--- src/rtl/cfs_apb_master_pkg.sv ---
// Shared types and default sizing for the command-to-APB bridge.
// Holds the transfer FSM state encoding and the counter width helper.
package cfs_apb_master_pkg;

    localparam int DEFAULT_ADDR_WIDTH     = 16;
    localparam int DEFAULT_DATA_WIDTH     = 32;
    localparam int DEFAULT_TIMEOUT_CYCLES = 16;

    typedef enum logic [1:0] {
        IDLE   = 2'd0,
        SETUP  = 2'd1,
        ACCESS = 2'd2,
        RESP   = 2'd3
    } apb_state_e;

    // The counter must be able to hold TIMEOUT_CYCLES itself; never narrower than one bit.
    function automatic int timeout_cnt_width(input int timeout_cycles);
        return (timeout_cycles > 0) ? $clog2(timeout_cycles + 1) : 1;
    endfunction

endpackage

--- src/rtl/cfs_apb_master.sv ---
// Single-outstanding APB requester: one command in, one SETUP/ACCESS transfer out,
// one response back, with an optional ACCESS-phase timeout.
module cfs_apb_master
    import cfs_apb_master_pkg::*;
#(
    parameter int APB_ADDR_WIDTH = DEFAULT_ADDR_WIDTH,
    parameter int APB_DATA_WIDTH = DEFAULT_DATA_WIDTH,
    parameter int TIMEOUT_CYCLES = DEFAULT_TIMEOUT_CYCLES
) (
    input  logic                      pclk,
    input  logic                      preset,

    input  logic                      cmd_valid,
    output logic                      cmd_ready,
    input  logic                      cmd_write,
    input  logic [APB_ADDR_WIDTH-1:0] cmd_addr,
    input  logic [APB_DATA_WIDTH-1:0] cmd_wdata,

    output logic                      rsp_valid,
    input  logic                      rsp_ready,
    output logic [APB_DATA_WIDTH-1:0] rsp_rdata,
    output logic                      rsp_err,
    output logic                      rsp_timeout,

    output logic [APB_ADDR_WIDTH-1:0] paddr,
    output logic                      pwrite,
    output logic                      psel,
    output logic                      penable,
    output logic [APB_DATA_WIDTH-1:0] pwdata,
    input  logic                      pready,
    input  logic [APB_DATA_WIDTH-1:0] prdata,
    input  logic                      pslverr
);

    localparam int              CNT_W    = timeout_cnt_width(TIMEOUT_CYCLES);
    localparam logic [CNT_W-1:0] CNT_LAST = CNT_W'(TIMEOUT_CYCLES - 1);

    apb_state_e                state_q;
    logic [APB_ADDR_WIDTH-1:0] paddr_q;
    logic                      pwrite_q;
    logic [APB_DATA_WIDTH-1:0] pwdata_q;
    logic                      psel_q;
    logic                      penable_q;
    logic                      rsp_valid_q;
    logic [APB_DATA_WIDTH-1:0] rsp_rdata_q;
    logic                      rsp_err_q;
    logic                      rsp_timeout_q;
    logic [CNT_W-1:0]          cnt_q;
    logic                      timeout_hit;

    // This wait cycle is the one that would bring the counter to its limit.
    assign timeout_hit = (TIMEOUT_CYCLES != 0) && (cnt_q == CNT_LAST);

    // NOTE: every register below is assigned with <= so all state updates see pre-edge values.
    always_ff @(posedge pclk) begin
        if (preset) begin
            state_q       <= IDLE;
            paddr_q       <= '0;
            pwrite_q      <= 1'b0;
            pwdata_q      <= '0;
            psel_q        <= 1'b0;
            penable_q     <= 1'b0;
            rsp_valid_q   <= 1'b0;
            rsp_rdata_q   <= '0;
            rsp_err_q     <= 1'b0;
            rsp_timeout_q <= 1'b0;
            cnt_q         <= '0;
        end else begin
            unique case (state_q)
                IDLE: begin
                    if (cmd_valid) begin
                        paddr_q  <= cmd_addr;
                        pwrite_q <= cmd_write;
                        pwdata_q <= cmd_wdata;
                        psel_q   <= 1'b1;
                        state_q  <= SETUP;
                    end
                end
                SETUP: begin
                    penable_q <= 1'b1;
                    cnt_q     <= '0;
                    state_q   <= ACCESS;
                end
                ACCESS: begin
                    if (pready) begin
                        psel_q        <= 1'b0;
                        penable_q     <= 1'b0;
                        rsp_valid_q   <= 1'b1;
                        rsp_rdata_q   <= pwrite_q ? '0 : prdata;
                        rsp_err_q     <= pslverr;
                        rsp_timeout_q <= 1'b0;
                        state_q       <= RESP;
                    end else begin
                        cnt_q <= cnt_q + CNT_W'(1);
                        if (timeout_hit) begin
                            psel_q        <= 1'b0;
                            penable_q     <= 1'b0;
                            rsp_valid_q   <= 1'b1;
                            rsp_rdata_q   <= '0;
                            rsp_err_q     <= 1'b1;
                            rsp_timeout_q <= 1'b1;
                            state_q       <= RESP;
                        end
                    end
                end
                RESP: begin
                    if (rsp_ready) begin
                        rsp_valid_q <= 1'b0;
                        state_q     <= IDLE;
                    end
                end
                default: state_q <= IDLE;
            endcase
        end
    end

    assign cmd_ready   = (state_q == IDLE);
    assign rsp_valid   = rsp_valid_q;
    assign rsp_rdata   = rsp_rdata_q;
    assign rsp_err     = rsp_err_q;
    assign rsp_timeout = rsp_timeout_q;
    assign paddr       = paddr_q;
    assign pwrite      = pwrite_q;
    assign pwdata      = pwdata_q;
    assign psel        = psel_q;
    assign penable     = penable_q;

endmodule

--- config.mk ---
export PLATFORM = sky130hd
export DESIGN_NAME = cfs_apb_master
export DESIGN_NICKNAME = d
export VERILOG_FILES = /design/src/rtl/cfs_apb_master_pkg.sv /design/src/rtl/cfs_apb_master.sv
export SDC_FILE = /design/constraint.sdc
export NUM_CORES = 1
export LEC_CHECK = 0
export ABC_AREA = 1
export CAP_MARGIN = 20
export CORE_ASPECT_RATIO = 1.4
export CORE_MARGIN = 8
export CORE_UTILIZATION = 34
export CTS_CLUSTER_DIAMETER = 40
export CTS_CLUSTER_SIZE = 20
export DETAILED_ROUTE_END_ITERATION = 8
export DONT_BUFFER_PORTS = 1
export HOLD_SLACK_MARGIN = 0.15
export PLACE_DENSITY_LB_ADDON = 0.08
export SLEW_MARGIN = 20
export SYNTH_ARGS = -nofsm -noshare
export SYNTH_HDL_FRONTEND = slang
export SYNTH_SLANG_ARGS = --single-unit
export TNS_END_PERCENT = 1
--- constraint.sdc ---
create_clock -name pclk -period 3.3 [get_ports pclk]
set_clock_uncertainty 0.2 [all_clocks]
set_input_delay 0.66 -clock pclk [delete_from_list [all_inputs] [get_ports pclk]]
set_output_delay 0.66 -clock pclk [all_outputs]
set_load 0.1 [all_outputs]
==> metrics.sh, run 1 <==
STATUS='completed'
NUMBER_OF_VIAS_PER_CELL=4.59
FIRST_GLOBAL_VIAS=2618
WORSTPATHREQUIRED_NS=3.38
SYNTH_ASYNC_SR_FLOP_SHARE=0
SYNTHDOMINANTCELLAREASHARE=0.545
DOMINANTREGCELLSYNTH='sky130_fd_sc_hd__dfxtp_1'
CLK_ROOT_BUFFER_CELL='sky130_fd_sc_hd__clkbuf_16'
YOSYS_WARNINGS=0
CLOCK_TREE.HTREE_LEVEL_COUNT=3
DRT_PASS1_ITERATIONS=4
ROUTE.VIAS.TOTAL=2628
CTSLONGESTPATHBUFFERS=2
SYNTH_COMMON_CELLS='sky130_fd_sc_hd__nand2_1, sky130_fd_sc_hd__nor2_1, sky130_fd_sc_hd__dfxtp_1'
NUMCTSBUFFERS=9
CTS-RESIZED-GATES=0
DIE_W_UM=101
YS_TOP_CELLS_BY_AREA='sky130_fd_sc_hd__dfxtp_1, sky130_fd_sc_hd__nand2_1, sky130_fd_sc_hd__nor2_1'
SEQUENTIAL_CELL_AREA_SQ_UM=1860
FINAL-HOLD-VIOLATION-COUNT=0
INSERTEDDIODECOUNT=0
POWER.STATIC_LEAKAGE_nW=1.65
SYN_AVG_CELL_AREA_SQ_UM=7.77
NUMBER_OF_ENABLE_TYPE_REGISTER_CELLS_IN_THE_SYNTHESIZED_NETLIST=0
STARTPOINT='cnt_q[0]'
CTS.CLK_SLEW.WORST_PATHS_NS=0.06
DRIVE_ABOVE_1_SHARE=0.0549
CLK-INSERTION-DELAY-LATE_NS=0.33
ENDPOINT_KIND='flop'
SYN_AREA_SQ_UM=3420
GLOBALROUTETOTALUTIL=0.130
POSTSYNTHCELLCOUNT=440
CLOCK_SINKS=93
LAYOUT_MIN_CYCLE_TIME_NS=2.21
GP_CONGESTION=0.697
COREAREA_SQ_UM=9850
NFILLCELLS=1058
COUNT_OF_STATE_ELEMENTS_AFTER_SYNTHESIS=93
ANTENNA_FOUND_INITIAL=1
TOTALNEGATIVESETUPSLACK_NS=0
SETUP_VIOLATIONS=0
CLOCK.FMAX_MHz=452
CTS-HOLD-FIX-BUFFERS=0
DRV_SLEW=0
FLOORPLAN.IO_PINS=174
SYNTH_TOP_AREA_CELL='sky130_fd_sc_hd__dfxtp_1'
VDD.IR_DROP.WORST_mV=0.576
GRT_MAX_DEGREE=51
HOLD_START='preset'
MAX_CAPACITANCE_VIOLATION_COUNT=0
NUMBER_OF_UNIQUE_STANDARD_CELL_TYPES_USED_BY_SYNTHESIS=22
FIN_UTIL=0.384
SYNTH_FP_NETS=534
POST-PLACE-CELLS=558
PORT_BUFFERS=0
FIRST_DRT_ITERATION_DRCS=57
RESIDUAL_DRC=0
WORST_PIN_SLEW_NS=1.01
CRITPATHARRIVALTIME_NS=2.29
SLEW_HEADROOM=0.326
FLOORPLAN.DIE.HEIGHT_UM=135
CTS_TREE='built'
NUM_ROWS=43
MULTI_INPUT_AREA_SQ_UM=1350
WIRELENGTH_UM=9000
PART_OF_THE_YOSYS_AREA_USED_FOR_SEQUENTIAL_ELEMENTS=0.545
CRITICAL_PATH_PEAK_FANOUT=32
STDCELL_COUNT=572
SYNTH.MOST_COMMON_CELL='sky130_fd_sc_hd__nand2_1'
DIE-AREA_SQ_UM=13600
GRT_REMAINING_OVERFLOW=0
POWERDENSITY_nW_PER_UM2=1210
LAYOUT.NETS=528
AREA.GROWTH.SYNTH_TO_FINAL_PCT=10.7
GRT_SETUP_UNREPAIRED='false'
HP-CLASS='in -> reg'
ANTENNA_LEFT=0
WORSTSETUPPATHTYPE='reg -> reg'
GRT_FIRST_PASS_WIRELENGTH_UM=13800
CTS.REPAIR_TIMING.SETUP_BUFFER_COUNT=0
R2R_START='cnt_q[0]'
DETAIL_ROUTE.WL_PER_CELL_UM=15.7
CRITICAL_PATH.STARTPOINT_TYPE='flop'
POST-ROUTE-PERIOD-UTIL=0.671
INITIAL_UTILIZATION=0.347
DP_HPWL_UM=6690
## placed cells by master (no fill, tap or decap)
master / n
sky130_fd_sc_hd__nand2_1: 118
sky130_fd_sc_hd__nor2_1: 105
sky130_fd_sc_hd__dfxtp_1: 93
sky130_fd_sc_hd__o21ai_0: 51
sky130_fd_sc_hd__inv_1: 17
sky130_fd_sc_hd__a21oi_1: 10
sky130_fd_sc_hd__clkbuf_16: 9
sky130_fd_sc_hd__ha_1: 7
sky130_fd_sc_hd__buf_4: 5
sky130_fd_sc_hd__nand3_1: 4
sky130_fd_sc_hd__nand4_1: 3
sky130_fd_sc_hd__clkbuf_1: 2
sky130_fd_sc_hd__o21ai_4: 1
sky130_fd_sc_hd__nand2_2: 1
sky130_fd_sc_hd__nor3_4: 1
sky130_fd_sc_hd__inv_2: 1
sky130_fd_sc_hd__nor2_4: 1
sky130_fd_sc_hd__or2_2: 1
sky130_fd_sc_hd__nor3_1: 1
sky130_fd_sc_hd__o211ai_1: 1
sky130_fd_sc_hd__a22oi_1: 1
sky130_fd_sc_hd__clkinv_2: 1
sky130_fd_sc_hd__bufinv_16: 1
sky130_fd_sc_hd__clkbuf_8: 1
sky130_fd_sc_hd__buf_12: 1
## worst max-delay path: stages, from the launching register on
cell and delay, ns:
sky130_fd_sc_hd__dfxtp_1 0.33, sky130_fd_sc_hd__ha_1 0.20, sky130_fd_sc_hd__nand2_1 0.08, sky130_fd_sc_hd__nor2_1 0.04
sky130_fd_sc_hd__ha_1 0.22, sky130_fd_sc_hd__o21ai_4 0.21, sky130_fd_sc_hd__inv_2 0.09, sky130_fd_sc_hd__nor2_4 0.55
sky130_fd_sc_hd__nand2_1 0.12, sky130_fd_sc_hd__nand2_1 0.10
## final cells by class
type,instances,area share
clock buffers,12,0.0652
clock inverters,2,0.00926
inverters,18,0.0179
multi-input cells,306,0.356
flip-flops and latches,93,0.492
well taps,135,0.0447
repair buffers,6,0.0152
## path summary, 6_finish.rpt
path                            slack, ns  cells past startpoint            end
worst min-delay path                 0.19                      1       cnt_q[1]
worst max register to register       1.09                      9  rsp_rdata[16]
worst max-delay path                 1.09                      9  rsp_rdata[16]
worst min register to register       0.26                      2       cnt_q[4]
## report_power, final
part	switching (W)	internal, W
logic	0.000468	0.000219
registers	0.00157	0.00134
clock network	0.000397	0.000598
## flip-flops by register name, indices dropped and copies added (netlist names)
name         cells
pwrite           1
rsp_timeout      1
state_q          2
rsp_rdata       32
paddr           16
rsp_valid        1
pwdata          32
rsp_err          1
psel             1
penable          1
cnt_q            5
## layer usage
layer	global-route usage	share of wire
met1	0.136	0.38
met4	0.0684	0.017
met5	0	0.0019
met3	0.0711	0.14
met2	0.205	0.46
## logic make-up after synthesis
family | count (synthesis) | share of synthesized area
buffers and inverters | 41 | 0.0615
AO/OA/AOI/OAI | 64 | 0.0985
adder cells (fa/ha/maj) | 7 | 0.0256
flip-flops | 93 | 0.545
AND/OR/NAND/NOR | 235 | 0.270
## metrics by stage
step	hold slack (ns)	setup WS (ns)	power [W]	area [sq um]
global placement	0.245	1.12	0.00363	3500
floorplan	0.239	0.871	0.00346	3420
CTS	0.172	1.04	0.00466	3780
detailed placement	0.253	1.06	0.00365	3500
finish	0.188	1.09	0.00459	3780
global route	0.177	0.842	0.00481	3780
Power figures use the tool's default switching activity.
==> run 2: changes to the inputs <==
==> constraint.sdc (replaced) <==
create_clock -name pclk -period 2.2 [get_ports pclk]
set_clock_uncertainty 0.2 [all_clocks]
set_input_delay 0.44 -clock pclk [delete_from_list [all_inputs] [get_ports pclk]]
set_output_delay 0.44 -clock pclk [all_outputs]
set_load 0.1 [all_outputs]
==> run 2 against run 1 <==
Sequential share of layout area shrank 14 points. Die area unchanged. Utilization is 15 points higher. Non-clock buffer count rose by 172. Wire length rose by 11%. Hold slack improved by 0.033 ns. Count of clock-buffer cells in the layout shrank 2. Total power rose by 62%. Sequential cell count stayed put. Critical path depth down 6. Worst setup slack got worse by 0.82 ns. Combinational power grew to 5.6 times the previous value. Largest cell class unchanged.
==> metrics.sh, run 2 (synthesis results as in run 1) <==
CLK_ROOT_BUFFER_CELL='sky130_fd_sc_hd__clkbuf_16'
CLK-INSERTION-DELAY-LATE_NS=0.33  # about the same
CRITICAL_PATH.STARTPOINT_TYPE='flop'
MOSTFREQUENTLAYOUTCELLS='sky130_fd_sc_hd__nand2_1, sky130_fd_sc_hd__nor2_1, sky130_fd_sc_hd__dfxtp_1, sky130_fd_sc_hd__buf_4, sky130_fd_sc_hd__dlygate4sd3_1'
LAYOUT.CELL_AREA.NON_FILLER_SQ_UM=5300  # +40%
DRT_PASS1_ITERATIONS=4  # unchanged
NFILLCELLS=932  # -12%
FIRST_GLOBAL_VIAS=3359  # +28%
CTS_TREE='built'
CRITICAL_PATH_PEAK_FANOUT=4  # -88%
MULTI_INPUT_AREA_SQ_UM=1350  # +0.19%
CTS.REPAIR_TIMING.SETUP_BUFFER_COUNT=0  # unchanged
WIRELENGTH_UM=10000  # +11%
WORSTSETUPPATHTYPE='reg -> out'
GRT_MAX_DEGREE=58  # +14%
DRIVE_ABOVE_1_SHARE=0.185  # +0.130
DETAIL_ROUTE.WL_PER_CELL_UM=13.4  # -15%
SETUP_VIOLATIONS=0  # unchanged
ANTENNA_FOUND_INITIAL=0  # -1
DP_HPWL_UM=6620  # -1.0%
CTS.CLK_SLEW.WORST_PATHS_NS=0.06  # about the same
AREA.GROWTH.SYNTH_TO_FINAL_PCT=55.2
COREAREA_SQ_UM=9850  # unchanged
MAX_CAPACITANCE_VIOLATION_COUNT=0  # unchanged
HP-CLASS='in -> reg'
DRV_SLEW=0  # unchanged
DIE_W_UM=101  # unchanged
CLOCK_TREE.HTREE_LEVEL_COUNT=3  # unchanged
GRT_SETUP_UNREPAIRED='false'
VDD.IR_DROP.WORST_mV=0.773  # +34%
FIN_UTIL=0.539  # +0.155
FLOORPLAN.IO_PINS=174  # unchanged
FF2FF_PATH_DEPTH=10  # +1
NUMCTSBUFFERS=9  # unchanged
CTS-RESIZED-GATES=0  # unchanged
NUMBER_OF_VIAS_PER_CELL=4.36  # -5.0%
CLOCK.FMAX_MHz=517
LAYOUT_MIN_CYCLE_TIME_NS=1.94
GP_CONGESTION=0.793  # +14%
INITIAL_UTILIZATION=0.347  # unchanged
SLEW_HEADROOM=0.662  # +0.336
STATUS='completed'
GRT_REMAINING_OVERFLOW=0  # unchanged
FINAL-HOLD-VIOLATION-COUNT=0  # unchanged
POWER.STATIC_LEAKAGE_nW=2.46  # +49%
GRT_FIRST_PASS_WIRELENGTH_UM=16400  # +19%
GLOBALROUTETOTALUTIL=0.149  # +0.0191
CRITICAL_PATH.CELL_CHAIN='inv_1 > ha_2 > buf_4'
REPORT.POWER.TOTAL_W=0.00743  # +62%
RESIDUAL_DRC=0  # unchanged
NUM_ROWS=43  # unchanged
PORT_BUFFERS=0  # unchanged
FIRST_DRT_ITERATION_DRCS=60  # +5.3%
ENDPOINT_KIND='primary output'
CTSLONGESTPATHBUFFERS=2  # unchanged
TIMING.CRITICAL_PATH.SLOWEST_STAGE_CELL='sky130_fd_sc_hd__dfxtp_1'
PLACED_CELL_AREA_SQ_UM=4160  # +19%
FINAL_COMMON_CELL='sky130_fd_sc_hd__nand2_1'
FLOORPLAN.DIE.HEIGHT_UM=135  # unchanged
WORSTHOLDPATHCELLS=4  # +3
WORSTPATHREQUIRED_NS=1.56  # -1.82 ns
TOTALNEGATIVESETUPSLACK_NS=0  # unchanged
POST-ROUTE-PERIOD-UTIL=0.880
CLOCK_SINKS=93  # unchanged
POWERDENSITY_nW_PER_UM2=1400  # +15%
CPPEAKSTAGEDELAY_NS=0.33  # -0.22 ns
ANTENNA_LEFT=0  # unchanged
WORST_PIN_SLEW_NS=0.507  # -0.503 ns
DIE-AREA_SQ_UM=13600  # unchanged
ROUTE.VIAS.TOTAL=3250  # +24%
INSERTEDDIODECOUNT=0  # unchanged
CRITPATHARRIVALTIME_NS=1.30  # -0.99 ns
LAYOUT.NETS=700  # +33%
SEQUENTIAL_CELL_AREA_SQ_UM=1860  # unchanged
## run 2: worst paths after layout
path	slack, ns	startpoint	end
max reg2reg	0.30	cnt_q[0]	rsp_rdata[4]
min	0.22	cmd_valid	psel
max	0.26	state_q[1]	cmd_ready
min reg2reg	0.25	rsp_rdata[2]	rsp_rdata[2]
## run 2: power by group
part | leakage (nW) | internal [W] | switching (W) | total (W)
clock network | 0.138 | 0.000868 | 0.000606 | 0.00147
registers | 0.761 | 0.00200 | 0.000104 | 0.00211
logic | 1.56 | 0.000786 | 0.00306 | 0.00384
## run 2: timing repair
item                                    4_1_cts  5_1_grt
hold buffers                                 86        0
endpoints found under the setup margin        0        0
endpoints found under the hold margin        88        0
## run 2: critical path: cells and delay by family, from the launching register on
family	cells	cell delay, ns
buf+inv	2	0.42
fa+ha+maj	1	0.21
flops	1	0.33
## run 2: cell type report
cell class / instances / share of cell area
Inverter: 18 / 0.0127
Timing Repair Buffer: 178 / 0.297
Multi-Input combinational cell: 306 / 0.254
Clock buffer: 10 / 0.0432
Tap cell: 135 / 0.0318
Sequential cell: 93 / 0.351
Clock inverter: 5 / 0.00991
## run 2: routing by layer
layer	routed length, um	GRT usage	vias up
met5	0	0	-
met4	133	0.0557	0
met1	3870	0.156	1422
li1	-	-	1701
met2	4950	0.256	118
met3	1050	0.0649	9
## run 2: metrics by stage
stage | hold slack, ns | worst slack, ns | instances
after floorplan | 0.239 | 0.136 | 440
after global placement | 0.238 | 0.387 | 644
after detailed placement | 0.240 | 0.323 | 644
after CTS | 0.221 | 0.244 | 745
after global routing | 0.230 | 0.160 | 745
final | 0.221 | 0.265 | 745
==> run 3: changes to the inputs <==
--- a/config.mk
+++ b/config.mk
@@ -9,7 +9,7 @@
 export CAP_MARGIN = 20
 export CORE_ASPECT_RATIO = 1.4
 export CORE_MARGIN = 8
-export CORE_UTILIZATION = 34
+export CORE_UTILIZATION = 35
 export CTS_CLUSTER_DIAMETER = 40
 export CTS_CLUSTER_SIZE = 20
 export DETAILED_ROUTE_END_ITERATION = 8
==> run 3 against run 2 <==
Clock power grew 9.5%. Combinational power grew 1%. Via count shrank 0.28%. Hold slack gained 0.011 ns. Critical path depth is the same. Wire length grew 2.2%. Global-route usage grew 0.64 points. Largest power group unchanged. Non-clock buffer count grew 1. Worst setup slack lost 0.0038 ns. Maximum frequency shrank 0.20%. Final cell count shrank 3.1%. Sequential power is essentially flat. Largest cell class unchanged.
==> metrics.sh, run 3 (synthesis results as in run 1) <==
STATUS='completed'
GRT_SETUP_UNREPAIRED='false'
NUMCTSBUFFERS=9  # unchanged
GLOBALROUTETOTALUTIL=0.156  # +0.00637
PORT_BUFFERS=0  # unchanged
CPPEAKSTAGEDELAY_NS=0.32  # about the same
MOSTFREQUENTLAYOUTCELLS='sky130_fd_sc_hd__nand2_1, sky130_fd_sc_hd__nor2_1, sky130_fd_sc_hd__dfxtp_1, sky130_fd_sc_hd__buf_4, sky130_fd_sc_hd__dlygate4sd3_1'
DRIVE_ABOVE_1_SHARE=0.190  # +0.00461
GRT_MAX_DEGREE=51  # -12%
FLOORPLAN.DIE.HEIGHT_UM=133  # -1.3%
INITIAL_UTILIZATION=0.361  # +0.0142
CTS.REPAIR_TIMING.SETUP_BUFFER_COUNT=0  # unchanged
NFILLCELLS=834  # -11%
RESIDUAL_DRC=0  # unchanged
CLOCK.FMAX_MHz=516  # -0.20%
CLK_ROOT_BUFFER_CELL='sky130_fd_sc_hd__clkbuf_16'
AREA.GROWTH.SYNTH_TO_FINAL_PCT=55.8
TIMING.CRITICAL_PATH.SLOWEST_STAGE_CELL='sky130_fd_sc_hd__dfxtp_1'
CRITPATHARRIVALTIME_NS=1.30  # about the same
LAYOUT_MIN_CYCLE_TIME_NS=1.94  # +0.00380 ns
ENDPOINT_KIND='primary output'
CP.BUFFERS_INVERTERS=2  # unchanged
NUMBER_OF_VIAS_PER_CELL=4.49  # +2.9%
CRITICAL_PATH_PEAK_FANOUT=4  # unchanged
POST-ROUTE-PERIOD-UTIL=0.881  # +0.00173
DRV_SLEW=0  # unchanged
ROUTE.MET3.WL_UM=1040  # -0.67%
GRT_FIRST_PASS_WIRELENGTH_UM=16500  # +1.0%
MET2WIRELENGTH_UM=4930  # -0.53%
HIGHEST_LAYER='met4'
SETUP_WS_NS=0.261  # -0.00380 ns
TOTALNEGATIVESETUPSLACK_NS=0  # unchanged
ANTENNA_LEFT=0  # unchanged
CRITICAL_PATH.STARTPOINT_TYPE='flop'
VDD.IR_DROP.WORST_mV=0.970  # +25%
DP_HPWL_UM=6940  # +4.8%
CLOCK_SINKS=93  # unchanged
SLEW_HEADROOM=0.717  # +0.0550
WIRELENGTH_UM=10200  # +2.2%
MAX_CAPACITANCE_VIOLATION_COUNT=0  # unchanged
WORST_PIN_SLEW_NS=0.425  # -0.0825 ns
FIRST_DRT_ITERATION_DRCS=78  # +30%
DETAILEDPLACE.WORSTSLACK_NS=0.324  # +0.00121 ns
WORSTPATHREQUIRED_NS=1.56  # about the same
WORSTSETUPPATHTYPE='reg -> out'
SETUP_VIOLATIONS=0  # unchanged
PATH_DELAY_FAMILY='buffers and inverters'
FINAL-HOLD-VIOLATION-COUNT=0  # unchanged
POWER.STATIC_LEAKAGE_nW=2.50  # +1.3%
DIE_W_UM=99.5  # -1.2%
ANTENNA_FOUND_INITIAL=1  # +1
FIRST_GLOBAL_VIAS=3297  # -1.8%
FLOORPLAN.IO_PINS=174  # unchanged
CTS.CLK_SLEW.WORST_PATHS_NS=0.06  # about the same
COREAREA_SQ_UM=9460  # -3.9%
CLK-INSERTION-DELAY-LATE_NS=0.33  # about the same
DETAIL_ROUTE.WL_PER_CELL_UM=14.2  # +5.4%
LAYOUT.CELL_AREA.NON_FILLER_SQ_UM=5330  # +0.40%
NUM_ROWS=42  # -2.3%
PLACED_CELL_AREA_SQ_UM=4160  # about the same
CLOCK_TREE.HTREE_LEVEL_COUNT=3  # unchanged
FIN_UTIL=0.563  # +0.0243
FINAL_COMMON_CELL='sky130_fd_sc_hd__nand2_1'
ROUTE.VIAS.TOTAL=3241  # -0.28%
CTS_TREE='built'
POWERDENSITY_nW_PER_UM2=1430  # +1.9%
LAYOUT.NETS=701  # +0.14%
GP_CONGESTION=0.757  # -4.5%
CTSLONGESTPATHBUFFERS=2  # unchanged
DIE-AREA_SQ_UM=13200  # -2.5%
M1WIRELENGTH_UM=4080  # +5.4%
GRT_REMAINING_OVERFLOW=0  # unchanged
DRT_PASS1_ITERATIONS=4  # unchanged
CRITICAL_PATH.CELL_CHAIN='inv_1 > ha_2 > buf_4'
HP-CLASS='in -> reg'
run 3: cell types whose count changed in the layout (fill, tap and decap cells not counted), sizes merged:
cell / delta
diode: +1
dlygate4sd3: -1
clkinvlp: -1
bufinv: +1
buf: +2
run 3: worst reg2reg max path: cells and delay by family, from the launching register on:
family / cells / cell delay [ns]
AND/OR/NAND/NOR: 5 / 0.38
flip-flops: 1 / 0.33
buffers and inverters: 2 / 0.29
AO/OA/AOI/OAI: 1 / 0.21
adder cells (fa/ha/maj): 2 / 0.43
run 3: through the flow:
step,hold WS (ns),power (W),instances
after global placement,0.237,0.00589,621
after floorplan,0.239,0.00519,440
after detailed placement,0.243,0.00591,621
after CTS,0.223,0.00769,721
after global routing,0.236,0.00799,722
final,0.232,0.00760,722
run 3: metal layers:
| metal | GRT usage | vias to the layer above |
|---|---|---|
| li1 | - | 1706 |
| met1 | 0.167 | 1392 |
| met2 | 0.257 | 131 |
| met3 | 0.0751 | 12 |
| met4 | 0.0591 | 0 |
| met5 | 0 | - |
run 3: cell type report:
cell class              instances  area (sq um)  area share
flip-flops and latches         93          1860       0.350
repair buffers                179          1590       0.299
multi-input cells             306          1350       0.253
clock buffers                  10           239      0.0449
well taps                     110           138      0.0258
clock inverters                 5          75.1      0.0141
inverters                      18          67.6      0.0127
diodes                          1          2.50    0.000470
run 3: path summary, 6_finish.rpt:
check	startpoint	endpoint	slack (ns)	cells after the start
worst max-delay path	state_q[0]	cmd_ready	0.26	3
worst min-delay path	rsp_ready	rsp_valid	0.23	4
worst max register to register	cnt_q[0]	rsp_rdata[6]	0.29	10
worst min register to register	rsp_rdata[1]	rsp_rdata[1]	0.25	2
run 3: where the power goes:
part	internal [W]	switching [W]	leakage, nW	total (W)
Clock	0.00101	0.000599	0.158	0.00161
Combinational	0.000807	0.00307	1.58	0.00388
Sequential	0.00200	0.000102	0.761	0.00211
Total	0.00382	0.00377	2.50	0.00760
run 3: what timing repair did:
item                      CTS  global route
gates resized for setup     0             0
hold endpoints to repair   88             0
hold buffers               85             0
